**config.mk**
```make
export PLATFORM = sky130hd
export DESIGN_NAME = round_scoreboard
export DESIGN_NICKNAME = d
export VERILOG_FILES = /design/src/rtl/round_scoreboard.sv
export SDC_FILE = /design/constraint.sdc
export NUM_CORES = 1
export LEC_CHECK = 0
export CAP_MARGIN = 20
export CORE_ASPECT_RATIO = 0.75
export CORE_MARGIN = 5
export CORE_UTILIZATION = 62
export DETAILED_ROUTE_END_ITERATION = 8
export DONT_BUFFER_PORTS = 1
export PLACE_DENSITY = 0.78
export SYNTH_ARGS = -nofsm -noshare
export SYNTH_HDL_FRONTEND = slang
export SYNTH_SLANG_ARGS = --single-unit
```
**constraint.sdc**
```tcl
create_clock -name clk -period 2.1 [get_ports clk]
set_input_delay 0.42 -clock clk [delete_from_list [all_inputs] [get_ports clk]]
set_output_delay 0.42 -clock clk [all_outputs]
set_load 0.005 [all_outputs]
```
**src/rtl/round_scoreboard.sv**
```systemverilog
// Round scoreboard: per-player round wins, match target and winner for the game-flow FSM.
// Optional macro DRAW_POINT_EN: a simultaneous double death awards a point to both players.
module round_scoreboard #(
    parameter int unsigned WINS_DEFAULT = 3,
    parameter int unsigned WINS_MAX     = 9,
    parameter int unsigned SW           = 4
) (
    input  logic          clk,
    input  logic          reset_n,
    input  logic [2:0]    game_state,
    input  logic          TankDead_1,
    input  logic          TankDead_2,
    input  logic          wins_inc,
    input  logic          wins_dec,
    output logic [SW-1:0] p1_score,
    output logic [SW-1:0] p2_score,
    output logic [SW-1:0] wins_need,
    output logic          round_done,
    output logic [1:0]    round_result,
    output logic [1:0]    match_winner
);

    localparam logic [2:0] GS_START = 3'd0;
    localparam logic [2:0] GS_TANK  = 3'd1;
    localparam logic [2:0] GS_COOL  = 3'd2;
    localparam logic [2:0] GS_PLAY  = 3'd3;
    localparam logic [2:0] GS_CHECK = 3'd4;
    localparam logic [2:0] GS_END   = 3'd5;

    localparam logic [SW-1:0] SCORE_MAX = '1;
    localparam logic [SW-1:0] NEED_DEF  = SW'(WINS_DEFAULT);
    localparam logic [SW-1:0] NEED_MAX  = SW'(WINS_MAX);
    localparam logic [SW-1:0] NEED_MIN  = SW'(1);

    localparam logic [1:0] RES_NONE = 2'd0;
    localparam logic [1:0] RES_P1   = 2'd1;
    localparam logic [1:0] RES_P2   = 2'd2;
    localparam logic [1:0] RES_DRAW = 2'd3;

    logic [SW-1:0] p1_q, p1_d;
    logic [SW-1:0] p2_q, p2_d;
    logic [SW-1:0] need_q, need_d;
    logic          done_q, done_d;
    logic [1:0]    result_q, result_d;
    logic [1:0]    winner_q, winner_d;
    logic          armed_q, armed_d;
    logic          in_start_q, in_start_d;
    logic          p1_hit, p2_hit;

    function automatic logic [SW-1:0] sat_inc(input logic [SW-1:0] x);
        return (x == SCORE_MAX) ? x : x + SW'(1);
    endfunction

    // State register
    always_ff @(posedge clk or negedge reset_n) begin
        if (!reset_n) begin
            p1_q       <= '0;
            p2_q       <= '0;
            need_q     <= NEED_DEF;
            done_q     <= 1'b0;
            result_q   <= RES_NONE;
            winner_q   <= RES_NONE;
            armed_q    <= 1'b1;
            in_start_q <= 1'b1;
        end else begin
            p1_q       <= p1_d;
            p2_q       <= p2_d;
            need_q     <= need_d;
            done_q     <= done_d;
            result_q   <= result_d;
            winner_q   <= winner_d;
            armed_q    <= armed_d;
            in_start_q <= in_start_d;
        end
    end

    assign p1_hit = TankDead_2;
    assign p2_hit = TankDead_1;

    // Next-state logic, decoded from the FSM's current state
    always_comb begin
        p1_d       = p1_q;
        p2_d       = p2_q;
        need_d     = need_q;
        done_d     = 1'b0;
        result_d   = result_q;
        winner_d   = RES_NONE;
        armed_d    = armed_q;
        in_start_d = (game_state == GS_START);

        case (game_state)
            GS_START: begin
                p1_d     = '0;
                p2_d     = '0;
                result_d = RES_NONE;
                armed_d  = 1'b1;
                // Entering the menu restores the default target before any key is honoured
                if (!in_start_q) begin
                    need_d = NEED_DEF;
                end else if (wins_inc && !wins_dec) begin
                    need_d = (need_q >= NEED_MAX) ? NEED_MAX : need_q + SW'(1);
                end else if (wins_dec && !wins_inc) begin
                    need_d = (need_q <= NEED_MIN) ? NEED_MIN : need_q - SW'(1);
                end
            end
            GS_PLAY: begin
                if (armed_q && (p1_hit || p2_hit)) begin
                    done_d  = 1'b1;
                    armed_d = 1'b0;
                    if (p1_hit && p2_hit) begin
                        result_d = RES_DRAW;
`ifdef DRAW_POINT_EN
                        p1_d = sat_inc(p1_q);
                        p2_d = sat_inc(p2_q);
`endif
                    end else if (p1_hit) begin
                        result_d = RES_P1;
                        p1_d     = sat_inc(p1_q);
                    end else begin
                        result_d = RES_P2;
                        p2_d     = sat_inc(p2_q);
                    end
                end else if (!TankDead_1 && !TankDead_2) begin
                    armed_d = 1'b1;
                end
            end
            GS_END: begin
                if ((p1_q >= need_q) && (p2_q >= need_q)) begin
                    winner_d = RES_DRAW;
                end else if (p1_q >= need_q) begin
                    winner_d = RES_P1;
                end else if (p2_q >= need_q) begin
                    winner_d = RES_P2;
                end
            end
            GS_TANK, GS_COOL, GS_CHECK: begin
            end
            default: begin
                winner_d   = winner_q;
                in_start_d = in_start_q;
            end
        endcase
    end

    assign p1_score     = p1_q;
    assign p2_score     = p2_q;
    assign wins_need    = need_q;
    assign round_done   = done_q;
    assign round_result = result_q;
    assign match_winner = winner_q;

endmodule

```
==> results.txt <==
The overall power was 799 uW; the fraction of registers with async set or reset after synthesis was 1.00. The routed layout has 996 vias. Element type at the critical path start: a flop.

For the final antenna-violating net count, the log shows 0. The run gives 160 as the post-layout net count. The overall die height was 49.1 microns.

The power density over cell area works out to 607 mW/mm^2. Number of buffers created by CTS: 3. The reported leakage power came out at 0.630 nW. For the buffer depth of the longest clock path, the log shows 2. Based on the critical path, the design can be clocked at up to 574 MHz. Of all nets on the critical path, the largest fanout is 7. Traced cell by cell, the critical path runs through inv_1 > ha_1 > a31oi_1 > nor2b_1 > a311oi_1 > o21ai_0. With fillers left out, the area of the finished cells amounts to 0.00132 sq mm. Global routing finished with a remaining overflow of 0.

For the count of H-tree levels built during CTS, the log shows 1. The most used flip-flop cell after synthesis is dfrtp_1. In this run the tool buffered the top-level ports with 0 buffer cells.

The tools report the initial core utilization as 0.640. The count of mapped cells out of synthesis was 134. Routability-driven placement finished with a final weighted congestion of 0.799. The flow ran to the end, and the final reports show no timing, DRC or antenna violations.

After legalization and detailed placement, the total HPWL measured 2130 microns. Wires add up to 2810 microns. Yosys attributes the largest share of cell area to dfrtp_1 (30%), ha_1 (13%), dfstp_2 (8.3%), nand2_1 (3.9%), o21ai_0 (2.8%). For this run, design rule violations remaining after detail routing come to 0. The critical path starts at wins_need[2]. The signal arrival time at the worst endpoint is 1.94 ns. The tools report the source of the worst register-to-register timing path as wins_need[2].

The tools report the number of distinct library cell variants in the gate-level netlist after synthesis as 41. Worst vdd rail ir drop: 0.482 mV. The critical path capture point type is a flop. Dividing the detail-routed wire length by the instance count gives 17.4 microns. The tools report the fraction of the yosys area taken by sequential cells as 0.379. The number of placed instances, taps included, is 156. Final hold analysis gives a worst-case slack of 0.215 ns.

STA puts the critical path data required time at 2.30 ns. Sorting the synthesized cells by how often they occur yields dfrtp_1 (15), ha_1 (13), nand2_1 (13), inv_1 (8), nor2_1 (8). From left edge to right edge, the die measures 62.2 microns.

The number of cells on the worst reg-to-reg path is 6. The number of hold violations in the final report is 0, and the number of antenna violations at the first check in global routing is 0. The area growth from synthesis to layout was 3.95%; the post-placement setup slack was 0.378 ns.

The tools report the total setup violations reported at the end of the flow as 0. The most common cell in the synthesized netlist is dfrtp_1. The placeable core region was 0.00198 sq mm; the source-to-sink clock delay at the later pin of the worst-skew pair was 0.31 ns.

In this run the most critical hold path is launched from game_state[2]. The logs give 0.665 for the final core utilization and 0.00306 sq mm for the overall die area. The path type of the worst setup path is flop to flop. The logs give 1005 for the via count of the first global-routing pass and 52 for the violation count after the first detailed-route iteration. For the pin with the worst max-slew slack, the measured transition is 0.833 ns. Summing every instance area after synthesis gives 0.00127 sq mm. After clock tree synthesis, the clock-pin slew on the worst setup and hold paths is 0.12 ns. The run gives 0.443 as the headroom to the max-slew limit.

Once placement finished, the instance area stood at 0.00128 sq mm. In the post-route analysis, the smallest setup slack over all paths is 0.358 ns. The portion of the clock cycle consumed by the worst path in the final layout came out at 0.829. The first global-routing pass estimated 4890 microns of wire.

The logs give 0.200 for the combined global-route utilization of all metal layers and 26 for the number of I/O pins. The number of storage elements in the synthesis netlist was 19; the share of post-route cells with drive strength above 1 was 0.117. The highest cell delay on the worst timing path works out to 0.51 ns. The detail-routed via count per cell was 6.19; the area fraction of the dominant cell type after synthesis was 0.296. The logs give 0 for the final max-slew violation count and 156 for the number of nets in the synthesized netlist.

Setup repair after global routing left no endpoint under its margin. TritonCTS built the clock tree. In this run the post-CTS setup repair buffer count came out at 0.

The total inserted antenna cells came out at 0. The class of the worst hold path was input port to flop. For this design, the sink count on the clock tree is 19. Across the run, the number of max-cap violations was 0. The clock tree root buffer cell was clkbuf_4. The tools report the filler-free cell count of the finished design as 161. The number of synthesized flops with an enable pin is 0, and the pin count of the biggest net entering global routing is 20. Row generation in the floorplan step produced 14 rows. The tools report the sum of negative setup slack as 0 ns. The pre-antenna-repair detailed-routing pass consisted of 4 iterations.

Among all stages on the critical path, the largest delay is contributed by dfrtp_1. The instance count along the most critical hold path is 2. The synthesized area per cell is 9.45 sq um. The Yosys step of the flow raised 0 warnings.

Between clock sinks in the finished design, the worst skew comes to 0.0115 ns. The cell taking the most area after synthesis is dfrtp_1. The routed design could run at a clock period as short as 1.74 ns.
-- worst max-delay path, delay by kind of cell (launching register included) --
family	cells	cell delay, ns
flip-flops	1	0.51
AND/OR/NAND/NOR	1	0.06
adder cells (fa/ha/maj)	1	0.34
AO/OA/AOI/OAI	3	0.52
buffers and inverters	1	0.18
-- cells in the final DEF (no fill, tap or decap), types with 5 or more instances in the layout --
cell / netlist / routed
a21oi_1: 5 / 5
dfrtp_1: 15 / 15
ha_1: 13 / 13
inv_1: 8 / 8
nand2_1: 13 / 13
nand3_1: 6 / 6
nor2_1: 8 / 8
nor3_1: 5 / 5
o21ai_0: 7 / 7
-- state kept, by name (all words and copies together), names as in the netlist --
signal / count
round_done: 1
p2_score: 4
p1_score: 4
armed_q: 1
round_result: 2
match_winner: 2
in_start_q: 1
wins_need: 4
-- logic make-up after synthesis --
family,after synthesis,share of synthesized area
DFF,19,0.379
buffers and inverters,12,0.0494
AOI/OAI and AO/OA,31,0.169
muxes,5,0.0415
xor gates and xnor gates,3,0.0208
and+or+nand+nor,51,0.211
adders and majority gates,13,0.128
-- layout make-up --
class	instances	area, sq um
fill	166	663
clock inverter	1	5.00
tap	24	30.0
multi-input combinational	103	723
timing repair buffer	3	25.0
sequential	19	480
clock buffer	3	22.5
inverter	8	30.0
-- final timing paths --
kind	slack, ns	endpoint
hold / removal	0.21	in_start_q
setup / recovery	0.36	match_winner[0]
max in group asynchronous	0.94	match_winner[1]
hold reg to reg	0.54	in_start_q
min in group asynchronous	0.64	round_result[1]
setup reg to reg	0.36	match_winner[0]
-- per-layer routing --
layer	wire [microns]	up-vias	global-route usage	share of wire
met5	0	-	0	0
met4	53	0	0.0722	0.019
met3	218	9	0.0668	0.078
met2	1200	33	0.295	0.43
met1	1330	458	0.272	0.47
li1	-	496	-	-
-- report_power, final --
part | switching (mW) | internal (mW) | leakage (nW)
clock | 0.120 | 0.0712 | 0.0177
sequential | 0.0442 | 0.403 | 0.247
combinational | 0.0898 | 0.0708 | 0.365
-- timing repair --
| item | in CTS | in global routing |
|---|---|---|
| hold endpoints to repair | 19 | 0 |
| resized for setup | 0 | 0 |
| hold buffers | 1 | 0 |
No activity file was read; power rests on OpenSTA's default activity.
==> RTL edit 1: new RTL, config.mk and constraints unchanged <==
The output `round_done` loses its register stage (`done_q` becomes a continuous assignment).
--- a/src/rtl/round_scoreboard.sv
+++ b/src/rtl/round_scoreboard.sv
@@ -57,7 +57,6 @@
             p1_q       <= '0;
             p2_q       <= '0;
             need_q     <= NEED_DEF;
-            done_q     <= 1'b0;
             result_q   <= RES_NONE;
             winner_q   <= RES_NONE;
             armed_q    <= 1'b1;
@@ -66,13 +65,14 @@
             p1_q       <= p1_d;
             p2_q       <= p2_d;
             need_q     <= need_d;
-            done_q     <= done_d;
             result_q   <= result_d;
             winner_q   <= winner_d;
             armed_q    <= armed_d;
             in_start_q <= in_start_d;
         end
     end
+
+    assign done_q = done_d;
 
     assign p1_hit = TankDead_2;
     assign p2_hit = TankDead_1;
Check against the original RTL: not equivalent (Yosys sat finds a counterexample within 4 cycles, from zero or initial values and one cycle with reset_n low).
==> RTL edit 1 against the unedited design <==
Design area is 0.29% higher. Setup slack worse by 0.11 ns. Sequential cell count is 1 lower. Power is 0.16% higher. Count of clock-buffer cells in the layout is 1 higher. Critical path depth is 4 lower. Routed wire length is 1.2% lower. Area after synthesis is 0.40% higher. Critical endpoint is now round_done. Largest cell class unchanged. Largest power group unchanged.
==> RTL edit 1: results (changes against the unedited design) <==
The run finished with clean final reports. The ratio of routed vias to standard cells came out at 6.22 (+0.49%). The sum of routed wire length over all layers came out at 2770 µm (-1.2%).

The highest net fanout along the worst path came to 8 (+1). The delay of the slowest cell on the worst path was 0.57 ns (+0.06 ns). The data arrival time of the critical path was 1.44 ns (-0.50 ns). Grouping stages by cell kind, the critical path spends the most delay in flip-flops.

The portion of the post-synthesis area used by sequential elements came to 0.358 (-0.0212). The wire length of the first global-routing pass is 4790 µm (-2.1%). The slowest stage of the critical path is the sky130_fd_sc_hd__dfstp_2 cell. The headroom to the max-slew limit was 0.459 (+0.0161). The clock slew at the register clock pins of the worst setup and hold paths came out at 0.10 ns (-0.02 ns). The reported leakage power came out at 0.624 nW (-1.0%).

The mean post-synth cell area came out at 9.02 µm² (-4.6%). The final instance count without filler cells is 166 (+3.1%). The first-iteration detailed-routing DRC count came out at 40 (-23%). The number of nets in the synthesized netlist came out at 163 (+4.5%). The number of library cell types mapped by synthesis came out at 47 (+15%). The post-route worst hold slack came to 0.233 ns (+0.0183 ns). The worst setup slack for register-to-register paths came out at 0.38 ns (+0.02 ns).

The largest clock skew in the final design is 0.00528 ns (-0.00625 ns). The half-perimeter wire length after detailed placement came to 2140 µm (+0.47%). In the post-synthesis netlist, the biggest area contributors are sky130_fd_sc_hd__dfrtp_1 28%, sky130_fd_sc_hd__ha_1 13%, sky130_fd_sc_hd__dfstp_2 8.3%. The peak supply drop came out at 0.396 mV (-18%). The post-route clock period utilization came out at 0.884 (+0.0542). The global router's overall resource usage came to 0.195 (-0.00536).
RTL edit 1: area by class of cell:
cell class / instances / area [µm²]
Multi-Input combinational cell: 111 / 758
Fill cell: 171 / 659
Sequential cell: 18 / 455
Clock buffer: 4 / 36.3
Inverter: 8 / 30.0
Tap cell: 24 / 30.0
Timing Repair Buffer: 1 / 10.0
RTL edit 1: routing by layer:
metal | part of all wire | up-vias | track usage
met2 | 0.46 | 23 | 0.300
li1 | - | 518 | -
met3 | 0.056 | 7 | 0.0576
met4 | 0.016 | 0 | 0.0636
met1 | 0.47 | 484 | 0.262
met5 | 0 | - | 0
RTL edit 1: where the power goes:
| part | leakage [nW] | internal (mW) | total [mW] | switching, mW |
|---|---|---|---|---|
| registers | 0.234 | 0.383 | 0.426 | 0.0433 |
| logic | 0.369 | 0.0704 | 0.160 | 0.0899 |
| clock network | 0.0210 | 0.106 | 0.214 | 0.108 |
| total | 0.624 | 0.559 | 0.801 | 0.241 |
RTL edit 1: path summary, 6_finish.rpt:
| check | cells past startpoint | from | to |
|---|---|---|---|
| min in group asynchronous | 1 | reset_n | p2_score[3] |
| min reg2reg | 1 | armed_q | armed_q |
| max in group asynchronous | 1 | reset_n | wins_need[2] |
| max reg2reg | 6 | wins_need[1] | match_winner[0] |
| min | 2 | game_state[2] | in_start_q |
| max | 2 | armed_q | round_done |
RTL edit 1: kinds of logic after synthesis:
kind of cell | synth area share
AOI/OAI and AO/OA | 0.205
xor gates and xnor gates | 0.0207
adders and majority gates | 0.128
buffers and inverters | 0.0453
DFF | 0.358
muxes | 0.0256
and+or+nand+nor | 0.218
RTL edit 1: metrics by stage:
step	instance area, µm²	util
3_3_place_gp	1270	0.643
5_1_grt	1320	0.667
2_1_floorplan	1270	-
6_report	1320	0.667
4_1_cts	1320	0.667
3_5_place_dp	1270	0.643
==> RTL edit 2: new RTL, same flow settings <==
Made on the original files. Build with the macro `DRAW_POINT_EN` defined.
--- a/src/rtl/round_scoreboard.sv
+++ b/src/rtl/round_scoreboard.sv
@@ -1,5 +1,7 @@
 // Round scoreboard: per-player round wins, match target and winner for the game-flow FSM.
 // Optional macro DRAW_POINT_EN: a simultaneous double death awards a point to both players.
+`define DRAW_POINT_EN
+
 module round_scoreboard #(
     parameter int unsigned WINS_DEFAULT = 3,
     parameter int unsigned WINS_MAX     = 9,
Function: changed (Yosys sat finds a counterexample within 4 cycles, from zero or initial values and one cycle with reset_n low).
==> RTL edit 2 against the unedited design <==
Setup slack lost 0.065 ns. Design area rose by 0.67%. Global-route usage fell by 0.68 points. Sequential share of layout area fell by 0.24 points. Via count is 3.3% higher. Sequential cell count unchanged. First-iteration DRC count fell by 23%. Die area grew 0.25%. Area after synthesis rose by 0.30%. Power is 0.91% higher. Routed wire length decreased by 1.0%. Combinational power is 11% higher.
==> RTL edit 2: results (changes against the unedited design) <==
The flow ran to the end, and the final reports show no timing, DRC or antenna violations. The first-iteration detailed-routing DRC count is 40 (-23%). The mean post-synth cell area came out at 9.41 µm² (-0.45%). Ranked by instance count, the synthesized netlist is headed by 15 x sky130_fd_sc_hd__dfrtp_1, 13 x sky130_fd_sc_hd__ha_1, 12 x sky130_fd_sc_hd__nand2_1, 10 x sky130_fd_sc_hd__nor2_1, 9 x sky130_fd_sc_hd__nand3_1. The sum of routed wire length over all layers came out at 2780 µm (-1.0%). Among cell families on the critical path, the largest total delay comes from flip-flops. The fraction of power consumed by the clock network is 0.230 (-0.010). The global router's overall resource usage is 0.194 (-0.00683). The shortest period the worst path allows came out at 1.81 ns (+0.0648 ns).

The startpoint identified for the worst hold timing path is game_state[1]. In the post-synthesis netlist, the biggest area contributors are sky130_fd_sc_hd__dfrtp_1 30%, sky130_fd_sc_hd__ha_1 13%, sky130_fd_sc_hd__dfstp_2 8.3%. The area share of fa/ha/maj cells after synthesis is 0.128 (-0.000380).

The fraction of final layout cells with drive strength greater than 1 came out at 0.109 (-0.00809). The complex-gate fraction of the synthesized area was 0.210 (+0.0409). The global placer's final weighted congestion came out at 0.844 (+5.7%).

The wire length of the first global-routing pass was 4670 µm (-4.5%). The critical path ends at wins_need[1]. The minimum setup slack after placement came to 0.338 ns (-0.0401 ns).

The delay of the slowest cell on the worst path is 0.60 ns (+0.09 ns). The largest clock skew in the final design is 0.000970 ns (-0.0106 ns). The data arrival time of the critical path is 2.03 ns (+0.09 ns). The post-route worst hold slack is 0.233 ns (+0.0181 ns). The half-perimeter wire length after detailed placement is 2160 µm (+1.4%). The portion of the post-synthesis area used by sequential elements came out at 0.378 (-0.00112).

The critical path starts at wins_need[1]. The via count of the first global-routing pass is 954 (-5.1%). The cell depth of the worst flop-to-flop path is 7 (+1). The transition time at the pin with the least slew margin came out at 0.864 ns (+0.0307 ns).

The xor and xnor area share after synthesis came out at 0.0138 (-0.00696).
==> RTL edit 2: cell type report <==
type,count,area [µm²]
Multi-Input combinational cell,106,744
Inverter,7,26.3
Fill cell,158,654
Clock buffer,4,26.3
Timing Repair Buffer,2,17.5
Sequential cell,19,480
Tap cell,24,30.0
==> RTL edit 2: through the flow <==
stage	util	instance area [µm²]	power, mW
after floorplan	-	1270	0.577
after global placement	0.651	1290	0.608
after detailed placement	0.651	1290	0.619
after CTS	0.669	1330	0.815
after global routing	0.669	1330	0.867
final	0.669	1330	0.807
==> RTL edit 2: routing by layer <==
layer  routed length, µm  global-route usage  vias up
met2                1290               0.293       33
met3                 206              0.0645        4
met4                  22              0.0671        0
li1                    -                   -      499
met1                1260               0.258      493
met5                   0                   0        -
==> RTL edit 2: repair_timing <==
action	in CTS	in global routing
hold buffers	1	0
endpoints found under the hold margin	19	0
resized for setup	0	0
